**src/rtl/spike_pkt_pkg.sv**
```systemverilog
// Shared constants, state encoding and packet-length helper for the spike packet writer.
package spike_pkt_pkg;

  localparam logic [15:0] SYNC_WORD = 16'hA5A5;
  localparam int          HDR_WORDS = 3;

  typedef enum logic [2:0] {
    IDLE,
    GAP,
    HDR,
    DATA,
    TRL,
    DONE
  } state_t;

  // Words in one packet: optional header, one word per DATA_W channels, one trailer.
  function automatic int pkt_words(input int hdr_en, input int num_ch, input int data_w);
    return HDR_WORDS * hdr_en + num_ch / data_w + 1;
  endfunction

endpackage

```
**src/rtl/spike_packet_writer_popcount.sv**
```systemverilog
// Per-beat population count of one FIFO-width slice of the spike snapshot.
module word_popcount #(
  parameter int W  = 16,
  parameter int CW = $clog2(W + 1)
) (
  input  logic [W-1:0]  word,
  output logic [CW-1:0] count
);

  // Count set bits in a single data word; the top-level accumulates across beats.
  always_comb begin
    count = '0;
    for (int i = 0; i < W; i++) count = count + CW'(word[i]);
  end

endmodule

```
**src/rtl/spike_packet_writer.sv**
```systemverilog
// Frames a snapshot of spike flags into a FIFO packet: header, data words, popcount trailer.
module spike_packet_writer
  import spike_pkt_pkg::*;
#(
  parameter int NUM_CH   = 128,
  parameter int DATA_W   = 16,
  parameter int LEAD_GAP = 2,
  parameter int HDR_EN   = 1
) (
  input  logic              clk,
  input  logic              rst,
  input  logic              start,
  input  logic [NUM_CH-1:0] spike_vec,
  input  logic [31:0]       timestamp,
  input  logic              fifo_ready,
  output logic              wr_en,
  output logic [DATA_W-1:0] wr_data,
  output logic              pkt_done,
  output logic              busy,
  output logic              drop,
  output logic [15:0]       drop_cnt
);

  localparam int DATA_WORDS = pkt_words(HDR_EN, NUM_CH, DATA_W) - HDR_WORDS * HDR_EN - 1;
  localparam int IDX_MAX    = (DATA_WORDS > HDR_WORDS) ? DATA_WORDS : HDR_WORDS;
  localparam int IDX_W      = $clog2(IDX_MAX + 1);
  localparam int ACC_W      = $clog2(NUM_CH + 1);
  localparam int PC_W       = $clog2(DATA_W + 1);
  localparam int CMP_W      = ACC_W + DATA_W;

  state_t              state, nxt;
  logic [NUM_CH-1:0]   snap;
  logic [31:0]         ts;
  logic [3:0]          gap_cnt;
  logic [IDX_W-1:0]    idx;
  logic [ACC_W-1:0]    acc;
  logic [PC_W-1:0]     pc;
  logic                wr, load, beat;
  logic [DATA_W-1:0]   word;

  // Snapshot is shifted down one word per data beat, so the low slice is always the next word.
  word_popcount #(.W(DATA_W), .CW(PC_W)) u_pc (
    .word  (snap[DATA_W-1:0]),
    .count (pc)
  );

  assign busy = (state != IDLE);

  // Next-state and per-cycle write decision; writes only happen on fifo_ready in emitting states.
  always_comb begin
    nxt  = state;
    wr   = 1'b0;
    load = 1'b0;
    beat = 1'b0;
    word = '0;
    case (state)
      IDLE: if (start) begin
        load = 1'b1;
        if (LEAD_GAP != 0)    nxt = GAP;
        else if (HDR_EN != 0) nxt = HDR;
        else                  nxt = DATA;
      end
      GAP: if (gap_cnt == 4'(LEAD_GAP - 1)) nxt = (HDR_EN != 0) ? HDR : DATA;
      HDR: if (fifo_ready) begin
        wr = 1'b1;
        if (idx == '0)                      word = DATA_W'(SYNC_WORD);
        else if (idx == IDX_W'(1))          word = DATA_W'(ts[31:16]);
        else                                word = DATA_W'(ts[15:0]);
        if (idx == IDX_W'(HDR_WORDS - 1))   nxt  = DATA;
      end
      DATA: if (fifo_ready) begin
        wr   = 1'b1;
        beat = 1'b1;
        word = snap[DATA_W-1:0];
        if (idx == IDX_W'(DATA_WORDS - 1)) nxt = TRL;
      end
      TRL: if (fifo_ready) begin
        wr  = 1'b1;
        nxt = DONE;
        // Saturate the channel count to the largest value a data word can carry.
        if (CMP_W'(acc) > CMP_W'({DATA_W{1'b1}})) word = '1;
        else                                      word = DATA_W'(acc);
      end
      DONE: nxt = IDLE;
      default: nxt = IDLE;
    endcase
  end

  // State, registered outputs, snapshot and running popcount.
  always_ff @(posedge clk or posedge rst) begin
    if (rst) begin
      state    <= IDLE;
      wr_en    <= 1'b0;
      wr_data  <= '0;
      pkt_done <= 1'b0;
      drop     <= 1'b0;
      drop_cnt <= '0;
      snap     <= '0;
      ts       <= '0;
      gap_cnt  <= '0;
      idx      <= '0;
      acc      <= '0;
    end else begin
      state    <= nxt;
      wr_en    <= wr;
      wr_data  <= word;
      pkt_done <= (state == DONE);
      drop     <= start && (state != IDLE);
      if (start && (state != IDLE) && (drop_cnt != 16'hFFFF)) drop_cnt <= drop_cnt + 16'd1;
      gap_cnt  <= (state == GAP) ? gap_cnt + 4'd1 : 4'd0;
      if (nxt != state) idx <= '0;
      else if (wr)      idx <= idx + IDX_W'(1);
      if (load) begin
        snap <= spike_vec;
        ts   <= timestamp;
        acc  <= '0;
      end else if (beat) begin
        snap <= snap >> DATA_W;
        acc  <= acc + ACC_W'(pc);
      end
    end
  end

endmodule

```
**config.mk**
```make
export PLATFORM = sky130hd
export DESIGN_NAME = spike_packet_writer
export DESIGN_NICKNAME = d
export VERILOG_FILES = /design/src/rtl/spike_pkt_pkg.sv /design/src/rtl/spike_packet_writer_popcount.sv /design/src/rtl/spike_packet_writer.sv
export SDC_FILE = /design/constraint.sdc
export NUM_CORES = 1
export LEC_CHECK = 0
export ABC_AREA = 1
export BUFFER_PORTS_ARGS = -buffer_cell sky130_fd_sc_hd__buf_4
export CORE_MARGIN = 10
export CORE_UTILIZATION = 45
export CTS_CLUSTER_DIAMETER = 30
export CTS_CLUSTER_SIZE = 24
export DETAILED_ROUTE_END_ITERATION = 6
export PLACE_DENSITY = 0.67
export SYNTH_ARGS = -nofsm -noshare
export SYNTH_HDL_FRONTEND = slang
export SYNTH_SLANG_ARGS = --single-unit
```
**constraint.sdc**
```tcl
create_clock -name clk -period 13.05 [get_ports clk]
set_clock_uncertainty 0.15 [all_clocks]
set_input_delay 0.6525 -clock clk [delete_from_list [all_inputs] [get_ports clk]]
set_output_delay 0.6525 -clock clk [all_outputs]
set_load 0.01 [all_outputs]
```
Word-level counts from Yosys, hierarchy flattened

Cells that the tools add are included.

Register bits: 214
Input bits: 164
Output and inout bits: 36
Word-level logic and storage cells: 75

$add $sub $neg: 19
Equality and inequality tests: 11
Mux-type cells: 26
Reductions and logical operators: 8

Operator list:

| kind                                                | number |
|---|---|
| two-way mux 128 bit                                 | 2 |
| adder 5 x 1 -> 5 bit                                | 14 |
| two-way mux 16 bit                                  | 4 |
| one-hot mux 16 bit (3 select lines)                 | 1 |
| two-way mux 8 bit                                   | 3 |
| two-way mux 3 bit                                   | 7 |
| adder 16 x 1 -> 16 bit, second input constant       | 1 |
| inequality test 16 bit, second input constant       | 1 |
| one-hot mux 3 bit (5 select lines)                  | 1 |
| two-way mux 4 bit                                   | 3 |
| adder 4 x 1 -> 4 bit, second input constant         | 2 |
| adder 8 x 5 -> 8 bit                                | 1 |
| equality test 4 x 1 -> 1 bit, second input constant | 2 |
| equality test 3 x 2 -> 1 bit, second input constant | 2 |
| equality test 3 bit, second input constant          | 2 |
| two-way mux 1 bit                                   | 5 |
| equality test 4 x 2 -> 1 bit, second input constant | 1 |
| equality test 4 x 3 -> 1 bit, second input constant | 1 |
| logical NOT 4 bit                                   | 1 |
| nonzero test 2 bit                                  | 2 |
| equality test 3 x 1 -> 1 bit, second input constant | 1 |
| logical NOT 3 bit                                   | 1 |
| inequality test 3 bit                               | 1 |
| nonzero test 3 bit                                  | 1 |
| other kinds (3)                                     | 4 |

Depth between registers and ports, before layout

Word-level depth: 18
Depth in mapped cells: 21
Gate-level depth less buffers: 21

Modules after synthesis

A second synthesis with hierarchy kept.

Cell total of the unflattened synthesis: 1141
Area, all modules: 10119.7 µm²

By module, submodules not included:

| module              | instances | cells an instance | area each (µm²) |
|---|---|---|---|
| spike_packet_writer | 1         | 1089              | 9705.6 |
| word_popcount       | 1         | 52                | 414.1 |

Worst setup path before layout

Ideal clock, no wire load.

Kind: reg2reg
Start: reg snap[0]
End: reg acc[6]
Arrival: 4.385 ns
Required time: 12.781 ns
Setup slack: 8.396 ns
Stages on the path, launching flop included: 16
Buffers on the path: 0
Clock period less this slack: 4.654 ns
Path through: dfrtp_1 ha_1 inv_1 fa_1 fa_1 fa_1 fa_1 fa_1 fa_1 fa_1 o21ai_0 nand2_1 nand2_1 nand3_1 nand2_1 nor2_1

Longest elaborated chain between the ends: 18

RTL lines:

| what                                | RTL line                           | source |
|---|---|---|
| start: declaration                  | spike_packet_writer.sv:32          | `logic [NUM_CH-1:0] snap;` |
| start signal: assignment            | spike_packet_writer.sv:114         | `snap <= spike_vec;` |
| start signal: assignment            | spike_packet_writer.sv:118         | `snap <= snap >> DATA_W;` |
| adder 1 x 1 -> 2 bit                | spike_packet_writer_popcount.sv:13 | `for (int i = 0; i < W; i++) count = count + CW'(word[i]);` |
| adder 5 x 1 -> 5 bit (14 in series) | spike_packet_writer_popcount.sv:13 |  |
| adder 8 x 5 -> 8 bit                | spike_packet_writer.sv:119         | `acc <= acc + ACC_W'(pc);` |
| two-way mux 8 bit                   | spike_packet_writer.sv:117         | `end else if (beat) begin` |
| two-way mux 8 bit                   | spike_packet_writer.sv:113         | `if (load) begin` |
| end signal: assignment              | spike_packet_writer.sv:119         |  |
| end: declaration                    | spike_packet_writer.sv:36          | `logic [ACC_W-1:0] acc;` |

Every way passes these cells. The select of a mux whose other input is x is not followed.
A chain may end at the register's enable or synchronous reset.

Final worst setup path

Ends and elaborated chain as after synthesis.

==> impl_metrics.py <==
metrics = {
    "outcome": {
        "status": "completed",
    },
    "synthesis": {
        "synth_area_leader_cell": "dfrtp_1",
        "synth_warnings": 0,
        "avgSynthCellArea_sq_um": 9.20,
        "synth_area_leaders": "dfrtp_1, nand2_1, o221ai_1",
        "ys_types": 36,
        "synth-edff-count": 0,
        "ys_async_sr_fraction_pct": 100,
        "ys.flop_type": "dfrtp_1",
        "yosysMostFrequentCell": "nand2_1",
        "yosys.area.top_type_share_pct": 52.7,
        "ys_seq_area_share_pct": 52.7,
        "ys_top_cells_by_count": "nand2_1, dfrtp_1, inv_1",
        "ys_ff_latch": 214,
        "synth_fp_nets": 1297,
        "synth_area_sq_um": 10200,
        "synth_cells": 1105,
    },
    "die": {
        "io_pins": 200,
        "die_area_sq_um": 29000,
        "core_sq_um": 22000,
        "fp.dieH_um": 170,
        "fp.dieW_um": 170,
        "start_util_pct": 46.2,
        "row_count": 54,
    },
    "pwr": {
        "ir_worst_vdd_v": 0.000308,
        "power_density_nw_per_um2": 302,
        "p_leak_nw": 6.50,
    },
    "setup_path": {
        "cp.arrival_ns": 5.23,
        "cp-start-kind": "flip-flop",
        "crit_path_end_kind": "flip-flop",
        "worstReg2RegEnd": "acc[6]",
        "r2r_setup_slack_ns": 8.08,
        "reg2reg_from": "snap[0]",
        "cp.required_ns": 13.32,
        "startpoint": "snap[0]",
        "cp_max_fo": 5,
        "r2r_cells": 17,
        "critical_path_class": "flip-flop to flip-flop",
        "crit_end": "acc[6]",
    },
    "layout": {
        "fin_util_pct": 60.9,
        "drive_gt1_share_pct": 23.7,
        "areaGrowthSynthToFinish_pct": 32.0,
        "num_antenna_cells": 0,
        "final_nets": 1496,
    },
    "clock_tree": {
        "cts_buffers": 47,
        "ctsLongestPathBuffers": 3,
        "clkTransAtPathRegs_ns": 0.05,
        "ctsResizeCount": 0,
        "post_cts_buffers": 0,
        "cts_tree": "yes",
        "htreeDepth": 2,
        "cts-root-buf": "clkbuf_16",
        "insertion_delay_ns": 0.53,
        "clkSinkCount": 214,
        "cts_hold_buffers": 0,
    },
    "global_route": {
        "overflow": 0,
        "grt_util_all_layers_pct": 19.4,
        "grt_pass1_wl_um": 45500,
        "grt_max_degree": 136,
        "grt_pass1_vias": 8694,
        "grt_antenna_before_repair": 0,
    },
    "sta": {
        "setup_viol": 0,
        "tightest_slew_ns": 1.04,
        "fmax_mhz": 201,
        "rsz0062_at_grt": "false",
        "fin_crit_ns": 4.97,
        "slew_violations": 0,
        "max-slew-margin-rel_pct": 30.4,
        "tns_ns": 0,
        "finalHoldViolations": 0,
        "period_share_pct": 38.0,
    },
    "hold_path": {
        "hold_class": "input port to async pin",
    },
    "place": {
        "dp_hpwl_um": 19800,
        "port-buffer-count": 199,
        "gp_congestion": 0.806,
    },
    "detailed_routing": {
        "routedWlPerCell_um": 17.4,
        "vias": 8347,
        "ant_nets": 0,
        "wl_um": 28200,
        "first_pass_iters": 5,
        "via_per_inst": 5.15,
        "drt_iter0_markers": 797,
        "drc": 0,
    },
    "flow_run": {
        "drv_cap": 0,
    },
}
[power by group]
| part | switching (mW) | internal (mW) |
|---|---|---|
| clock | 0.362 | 0.851 |
| combinational | 1.09 | 0.699 |
| sequential | 0.106 | 0.941 |
[state kept, by name, summed over array words and instances (netlist names), 3 cells and up]
register and flops:
acc 8, wr_data 16, gap_cnt 4, idx 4, drop_cnt 16, ts 32
snap 128, state 3
[kinds of logic (layout without fill, tap and decap cells)]
logic type / count (synthesis) / in the layout / synth area share, %
and+or+nand+nor: 408 / 408 / 16.2
buffers and inverters: 242 / 477 / 9.81
DFF: 214 / 214 / 52.7
AOI/OAI and AO/OA: 196 / 196 / 15.5
adders and majority gates: 28 / 28 / 4.26
xor gates and xnor gates: 17 / 17 / 1.46
[placed cells by master, fill, tap and decap left out, types with 2 or more instances in the layout]
master      netlist  routed
inv_1           185     184
o22ai_1           6       6
o21ai_1           5       5
o221ai_1         95      95
bufinv_16         0       8
xor2_1           12      12
a21oi_1           8       8
nand3_1          29      29
o211ai_1          3       3
nor2_1           28      28
nor3_1           15      15
clkbuf_16         0      47
nand2_1         323     323
ha_1             17      17
clkbuf_8          0       7
buf_4             6     204
a211oi_1          3       3
fa_1             11      11
clkinv_2          0      11
dfrtp_1         214     214
xnor2_1           5       5
a31oi_1           6       6
clkinvlp_4        0       5
o21ai_0          47      47
o221ai_2         20      20
inv_2             3       2
clkbuf_1         21       5
nand4_1           5       5
nand2_4           1       3
[how the worst min path moves through the flow]
| stage | to | slack [ns] | depth (start not counted) |
|---|---|---|---|
| floorplan | ts[31] | 0.30 | 2 |
| global placement | ts[18] | 0.31 | 2 |
| detailed placement | ts[18] | 0.32 | 2 |
| CTS | ts[13] | 0.15 | 3 |
| global route | ts[13] | 0.16 | 3 |
| finish | snap[113] | 0.17 | 2 |
[stage by stage]
step                std cells  hold slack (ns)  total power [mW]  cell area, sq um  worst slack (ns)
finish                   1620            0.170              4.05             13400              8.08
CTS                      1620            0.150              4.08             13400              8.10
floorplan                1105            0.299              2.38             10200              6.40
global placement         1535            0.314              2.72             11800              8.24
global route             1620            0.161              4.36             13400              7.79
detailed placement       1535            0.318              2.84             11800              8.15
[critical path, cell delays in order (launching register included)]
cell     delay (ns)
dfrtp_1        0.38
ha_1           0.31
inv_1          0.08
fa_1           0.44
fa_1           0.49
fa_1           0.53
fa_1           0.43
fa_1           0.41
fa_1           0.42
xnor2_1        0.16
ha_1           0.37
nand2_1        0.06
o21ai_0        0.22
nand2_1        0.10
nand2_1        0.10
nand3_1        0.09
nand2_1        0.07
nor2_1         0.04
[layer usage]
| metal | up-vias | part of all wire (%) | GRT usage (%) |
|---|---|---|---|
| li1 | 4048 | - | - |
| met1 | 4030 | 45 | 26.2 |
| met2 | 231 | 47 | 30.6 |
| met3 | 38 | 6.2 | 4.65 |
| met4 | 0 | 1.7 | 5.45 |
| met5 | - | 0 | 0 |
[area by class of cell]
type / count / area, sq um
Inverter: 188 / 716
Clock inverter: 26 / 350
Timing Repair Buffer: 204 / 1530
Fill cell: 1878 / 8610
Multi-Input combinational cell: 649 / 3820
Tap cell: 280 / 350
Clock buffer: 59 / 1290
Sequential cell: 214 / 5360
Power figures use the tool's default switching activity.
